### config.mk
export PLATFORM = sky130hd
export DESIGN_NAME = divider_datapath
export DESIGN_NICKNAME = d
export VERILOG_FILES = /design/src/rtl/div_pkg.sv /design/src/rtl/div_addsub.sv /design/src/rtl/divider_datapath.sv
export SDC_FILE = /design/constraint.sdc
export NUM_CORES = 1
export LEC_CHECK = 0
export ABC_AREA = 1
export CORE_ASPECT_RATIO = 0.9
export CORE_MARGIN = 10
export CORE_UTILIZATION = 50
export DETAILED_ROUTE_END_ITERATION = 7
export HOLD_SLACK_MARGIN = 0.03
export PLACE_DENSITY = 0.75
export SLEW_MARGIN = 20
export SYNTH_ARGS = -nofsm -noshare
export SYNTH_HDL_FRONTEND = slang
export SYNTH_SLANG_ARGS = --single-unit
### constraint.sdc
create_clock -name clk -period 2.4 [get_ports clk]
set_clock_uncertainty 0.05 [all_clocks]
set_input_delay 0.24 -clock clk [delete_from_list [all_inputs] [get_ports clk]]
set_output_delay 0.24 -clock clk [all_outputs]
set_load 0.005 [all_outputs]
### src/rtl/div_pkg.sv
// rtl/div_pkg.sv - shared encodings for the divider controller/datapath control bus
package div_pkg;

    localparam int DIV_WIDTH_DEFAULT = 8;

    localparam logic [1:0] SEL_HOLD   = 2'b00;
    localparam logic [1:0] SEL_STEP   = 2'b01;
    localparam logic [1:0] SEL_IDLE   = 2'b10;
    localparam logic [1:0] SEL_FINISH = 2'b11;

endpackage

### src/rtl/div_addsub.sv
// rtl/div_addsub.sv - combinational two's-complement add/subtract, wrap-around
module div_addsub #(
    parameter int W = 10
) (
    input  logic [W-1:0] a,
    input  logic [W-1:0] b,
    input  logic         add,
    output logic [W-1:0] y
);

    // Subtraction as a + ~b + 1 keeps a single adder for both operations.
    logic [W-1:0] b_op;

    assign b_op = add ? b : ~b;
    assign y    = a + b_op + {{(W-1){1'b0}}, ~add};

endmodule

### src/rtl/divider_datapath.sv
// rtl/divider_datapath.sv - sequential non-restoring divider datapath
module divider_datapath
    import div_pkg::*;
#(
    parameter int WIDTH = DIV_WIDTH_DEFAULT
) (
    input  logic             clk,
    input  logic             reset,
    input  logic [WIDTH-1:0] dividend,
    input  logic [WIDTH-1:0] divisor,
    input  logic             load,
    input  logic             shift,
    input  logic             add,
    input  logic [1:0]       sel,
    input  logic             inbit,
    input  logic             valid,
    output logic             sign,
    output logic [WIDTH-1:0] quotient,
    output logic [WIDTH-1:0] remainder,
    output logic             done,
    output logic             div_zero
);

    localparam int RW = WIDTH + 2;

    logic [RW-1:0]    r_reg;
    logic [RW-1:0]    r_next;
    logic [WIDTH-1:0] q_reg;
    logic [WIDTH-1:0] q_next;
    logic [WIDTH-1:0] d_reg;
    logic [WIDTH-1:0] dividend_shadow;

    logic [RW-1:0]    r_shifted;
    logic [RW-1:0]    d_ext;
    logic [RW-1:0]    alu_a;
    logic             alu_add;
    logic [RW-1:0]    alu_y;
    logic             is_finish;

    assign sign      = r_reg[WIDTH+1];
    assign r_shifted = {r_reg[WIDTH:0], q_reg[WIDTH-1]};
    assign d_ext     = {2'b00, d_reg};
    assign is_finish = (sel == SEL_FINISH);

    // One adder serves both paths: finish only ever adds D back to correct R.
    assign alu_a   = is_finish ? r_reg : (shift ? r_shifted : r_reg);
    assign alu_add = is_finish ? 1'b1 : add;

    div_addsub #(
        .W (RW)
    ) u_addsub (
        .a   (alu_a),
        .b   (d_ext),
        .add (alu_add),
        .y   (alu_y)
    );

    always_comb begin
        r_next = r_reg;
        q_next = q_reg;
        if (is_finish) begin
            q_next = {q_reg[WIDTH-2:0], ~sign};
            if (sign) begin
                r_next = alu_y;
            end
        end else if (sel == SEL_STEP) begin
            r_next = alu_y;
            if (shift) begin
                q_next = {q_reg[WIDTH-2:0], inbit};
            end
        end else if (shift) begin
            r_next = r_shifted;
            q_next = {q_reg[WIDTH-2:0], inbit};
        end
    end

    always_ff @(posedge clk or negedge reset) begin
        if (!reset) begin
            r_reg           <= '0;
            q_reg           <= '0;
            d_reg           <= '0;
            dividend_shadow <= '0;
            div_zero        <= 1'b0;
        end else if (load) begin
            r_reg           <= '0;
            q_reg           <= dividend;
            d_reg           <= divisor;
            dividend_shadow <= dividend;
            div_zero        <= (divisor == '0);
        end else begin
            r_reg <= r_next;
            q_reg <= q_next;
        end
    end

    // Capture reads the pre-edge working registers, so a coincident load is harmless.
    always_ff @(posedge clk or negedge reset) begin
        if (!reset) begin
            quotient  <= '0;
            remainder <= '0;
            done      <= 1'b0;
        end else begin
            done <= valid;
            if (valid) begin
                quotient  <= div_zero ? '1 : q_reg;
                remainder <= div_zero ? dividend_shadow : r_reg[WIDTH-1:0];
            end
        end
    end

endmodule

* After elaboration in Yosys (flattened, before gate mapping) *
Cells that the tools add are included.

word-level totals
  logic and storage cells = 32
  input port bits = 25
  register bits = 52
  output and inout bits = 19

cells by class
  mux-type cells = 13
  reductions and logical operators = 2
  bitwise operators = 3
  add/sub/neg operators = 2
  equal/unequal tests = 3

operator list
  operator                                                               number
  10-bit 2-to-1 mux                                                      7
  8-bit 2-to-1 mux                                                       5
  10-bit by 1-bit adder with 10-bit output                               1
  10-bit adder                                                           1
  8-bit inverter with 10-bit output                                      1
  8-bit logical NOT                                                      1
  3-bit inequality test, second input constant                           1
  3-bit nonzero test                                                     1
  2-bit by 1-bit equality test with 1-bit output, second input constant  1
  2-bit equality test, second input constant                             1
  1-bit inverter                                                         2
  1-bit 2-to-1 mux                                                       1

* Longest topological paths before layout *
  depth in word-level cells = 8
  depth in mapped cells = 18
  depth with buffers taken out = 17

* Modules after synthesis *
Synthesis repeated with hierarchy kept, for this count alone.

unflattened totals
  cells, all modules = 427
  area, all modules = 3094.2 um^2

by module, submodules not included
  module            times used  sequential area each (um^2)  cells each  area each (um^2)
  divider_datapath  1           1301.2                       324         2486.1
  div_addsub        1           0.0                          103         608.1

* Worst setup path before layout *
OpenSTA, ideal clock, no wires.

  kind = in2reg
  start point = in shift
  end point = reg r_reg[6]
  slack = 129 ps
  library setup time = 130 ps
  path buffers = 2
  data required time = 2220 ps
  stages = 16
  arrival time = 2091 ps
  cell sequence = buf_2 > clkbuf_1 > o21ai_0 > nand2_1 > o21ai_0 > fa_1 > nand3_1 > nand2_1 > nand2_1 > nand2_1 > nand2_1 > nand2_1 > nand2_1 > nand3_1 > o211ai_1 > o21ai_0

on the way
  cells in the longest elaborated chain, start to end = 7
  elaborated cells on any way between the ends = 8
  classes of those cells = 2 x add/sub; 6 x mux

RTL lines
  element                                   line                                            text
  start: declaration                        divider_datapath.sv:12                          input logic shift,
  10-bit 2-to-1 mux *                       n/a
  10-bit 2-to-1 mux                         divider_datapath.sv:46                          assign alu_a = is_finish ? r_reg : (shift ? r_shifted : r_reg);
  10-bit adder                              div_addsub.sv:15                                assign y = a + b_op + {{(W-1){1'b0}}, ~add};
  10-bit by 1-bit adder with 10-bit output  div_addsub.sv:15
  10-bit 2-to-1 mux (on tied branches)      divider_datapath.sv:66, divider_datapath.sv:63
  10-bit 2-to-1 mux *                       divider_datapath.sv:61                          if (is_finish) begin
  10-bit 2-to-1 mux *                       divider_datapath.sv:84                          end else if (load) begin
  end signal: assignment                    divider_datapath.sv:91                          r_reg <= r_next;
  end: declaration                          divider_datapath.sv:26                          logic [RW-1:0] r_reg;

Every way passes the cells marked *; elsewhere a longest branch is shown, timed or not. The select of a mux whose other input is x is not followed.
A chain may end at the register's enable or synchronous reset.

* Final worst setup path *
  start point = reg r_reg[0]
  end point = reg r_reg[6]

on the way
  cells in the longest elaborated chain, start to end = 7
  elaborated cells on any way between the ends = 8
  classes of those cells = 2 x add/sub; 6 x mux

RTL lines
  element                                     line
  10-bit 2-to-1 mux                           n/a
  10-bit 2-to-1 mux *                         divider_datapath.sv:46
  10-bit adder *                              div_addsub.sv:15
  10-bit by 1-bit adder with 10-bit output *  div_addsub.sv:15
  10-bit 2-to-1 mux (on tied branches)        divider_datapath.sv:66, divider_datapath.sv:63
  10-bit 2-to-1 mux *                         divider_datapath.sv:61
  10-bit 2-to-1 mux *                         divider_datapath.sv:84

Marked as above.

==> impl_metrics.env <==
export IMPL_status="finished clean"
export IMPL_final_area_um2=3810
export IMPL_final_cell_count_no_fill=528
export IMPL_synthTopCellsByArea="dfrtp_1, nand2_1, o21ai_0"
export IMPL_antenna_found_initial=0
export IMPL_hp_class="in -> async"
export IMPL_reg2regPathDepth=16
export IMPL_wl_per_cell_um=14.86
export IMPL_synth_fa_ha_area_frac=0.04131
export IMPL_setup_worst_path_class="reg -> reg"
export IMPL_synth_xor_area_frac=0.03313
export IMPL_slowest_stage="dfrtp_1"
export IMPL_cts_tree="built"
export IMPL_final_nets=491
export IMPL_first_global_vias=2735
export IMPL_largest_reg_flops=10
export IMPL_period_needed_ps=2217
export IMPL_gp_congestion=0.8892
export IMPL_cts_max_level=2
export IMPL_period_share=0.9236
export IMPL_netlist_instances=379
export IMPL_avgSynthCellArea_um2=7.672
export IMPL_required_ps=2540
export IMPL_drcViolationCount=0
export IMPL_synthDistinctLibCells=34
export IMPL_synthMuxAreaShare=0
export IMPL_start_kind="register"
export IMPL_synth_fp_nets=413
export IMPL_cts_sinks=52
export IMPL_arrival_ps=2350
export IMPL_cap_violations=0
export IMPL_synth_top_family_by_area="simple AND/OR/NAND/NOR gates"
export IMPL_crit_top_cell="nand2_1"
export IMPL_die_w_um=100.4
export IMPL_synth_largest_area_cell="dfrtp_1"
export IMPL_rsz0062_at_grt="yes"
export IMPL_area_growth_synth_to_final_pct=31.02
export IMPL_synth_commonest_cells="nand2_1, dfrtp_1, o21ai_0"
export IMPL_netlist_area_um2=2908
export IMPL_yosysSeqAreaShare=0.4475
export IMPL_report_final_slew_viol_count=0
export IMPL_grt_max_degree=20
export IMPL_synth_compound_gate_area_share=0.1489
export IMPL_io_pin_count=44
export IMPL_clk_latency_ps=310
export IMPL_postRouteAntennaNets=0
export IMPL_dieArea_um2=9270
export IMPL_total_power_w=0.002514
export IMPL_synth_edff_count=0
export IMPL_r2r_start="r_reg[0]"
export IMPL_vias=2796
export IMPL_drive_gt1_frac=0.1288
export IMPL_r2r_end="r_reg[6]"
export IMPL_synthArstFlopShare=1.000
export IMPL_irDropWorstVdd_mv=0.3576
export IMPL_holdWs_ps=322.1
export IMPL_portBuffers=43
export IMPL_totalWireLength_um=7846
export IMPL_reg2reg_slack_ps=180
export IMPL_place_inst=518
export IMPL_num_fill_cells=482
export IMPL_synthSimpleGateAreaFrac=0.2642
export IMPL_row_count=26
export IMPL_firstDrtPassIters=4
export IMPL_initial_core_util=0.5137
export IMPL_grt_usage=0.1703
export IMPL_end_kind="register"
export IMPL_worst_pin_slew_ps=500.4
export IMPL_drt_vias_per_instance=5.295
export IMPL_grt_pass1_wl_um=13010
export IMPL_hold_viol=0
export IMPL_synth_flop_cell="dfrtp_1"
export IMPL_slowest_delay_ps=450
export IMPL_die_y_um=92.35
export IMPL_cts_made_buffers=5
export IMPL_p_per_area_nw_per_um2=659.9
export IMPL_path_cells="inv_1, nand2_1, nand3_2, nand3_2, and2_1, fa_2, nand3_1, nand2_1, nand2_1, nand2_1, nand2_1, nand2_1, nand2_1, nand3_1, o211ai_1, o21ai_0"
export IMPL_setup_violations=0
export IMPL_setup_tns_ps=0
export IMPL_ys_seq_elements=52
export IMPL_path_clk_slew_ps=110
export IMPL_diodes=0
export IMPL_core_area_um2=5660
export IMPL_leakagePower_nw=1.915
export IMPL_initialDrtViolationCount=182
export IMPL_max_freq_mhz=451.1
export IMPL_postPlaceCellArea_um2=3652
export IMPL_grt_overflow=0
export IMPL_crit_start="r_reg[0]"
export IMPL_root_buffer="clkbuf_8"
export IMPL_worst_slew_margin_rel=0.6651
export IMPL_yosysWarnings=0
export IMPL_hpwl_um=6079
export IMPL_synth_most_common_cell="nand2_1"
export IMPL_cp_max_fo=4
export IMPL_clockBufferDepth=2
export IMPL_synth_top_area_frac=0.4475
-- metal layers --
layer  GRT usage  part of all wire
met1      0.2239              0.44
met2      0.2757              0.48
met3     0.03863             0.063
met4     0.04471             0.016
met5           0                 0
-- power breakdown --
part | internal, W | switching, W
sequential | 0.000978 | 0.0000685
combinational | 0.000404 | 0.000432
clock | 0.000317 | 0.000314
-- worst max-delay path by stage --
| stage | endpoint |
|---|---|
| after CTS | r_reg[8] |
| after global placement | r_reg[8] |
| after floorplan | r_reg[6] |
| after global routing | r_reg[9] |
| final | r_reg[6] |
| after detailed placement | r_reg[8] |
-- cells in the final DEF, fill, tap and decap left out, types with 2 or more instances in the layout --
cell type / instances
nand2_1: 114
dfrtp_1: 52
o21ai_0: 40
clkdlybuf4s50_1: 39
buf_4: 36
inv_1: 34
nor2_1: 34
nand3_1: 17
a21oi_1: 14
xor2_1: 10
o21ai_1: 9
ha_1: 8
o211ai_1: 6
clkbuf_8: 5
nand3_2: 3
o22ai_1: 3
o221ai_1: 3
dlymetal6s2s_1: 3
nand2_4: 2
inv_8: 2
clkinv_1: 2
nor3_1: 2
-- what timing repair did --
action,4_1_cts,5_1_grt
hold buffers,1,0
setup buffers,0,1
endpoints found under the hold margin,15,0
gates resized for setup,0,16
setup endpoints to repair,0,7
-- cell families (layout without fill, tap and decap cells) --
logic type | count (synthesis) | in the layout
buf+inv | 48 | 127
flops | 52 | 52
compound gates | 79 | 79
xor+xnor | 11 | 11
simple gates | 180 | 180
fa+ha+maj | 9 | 9
-- critical path: cells and delay by family, from the launching register on --
family | cells | cell delay, ps
DFF | 1 | 450
AOI/OAI and AO/OA | 2 | 190
adders and majority gates | 1 | 340
buffers and inverters | 1 | 100
and+or+nand+nor | 12 | 980
-- through the flow --
stage / util / setup slack, ps
after floorplan: - / 129.1
after global placement: 0.6452 / -287.7
after detailed placement: 0.6452 / -331.3
after CTS: 0.6673 / 3.192
after global routing: 0.6731 / -4.636
final: 0.6731 / 183.3
-- area by class of cell --
type / instances / area (um^2) / area share
inverters: 38 / 152.6 / 0.04007
clock buffers: 5 / 68.82 / 0.01806
repair buffers: 81 / 724.4 / 0.1901
flip-flops and latches: 52 / 1301 / 0.3415
clock inverters: 3 / 46.29 / 0.01215
multi-input cells: 279 / 1429 / 0.3750
well taps: 70 / 87.58 / 0.02299
(Power assumes the default switching activity.)
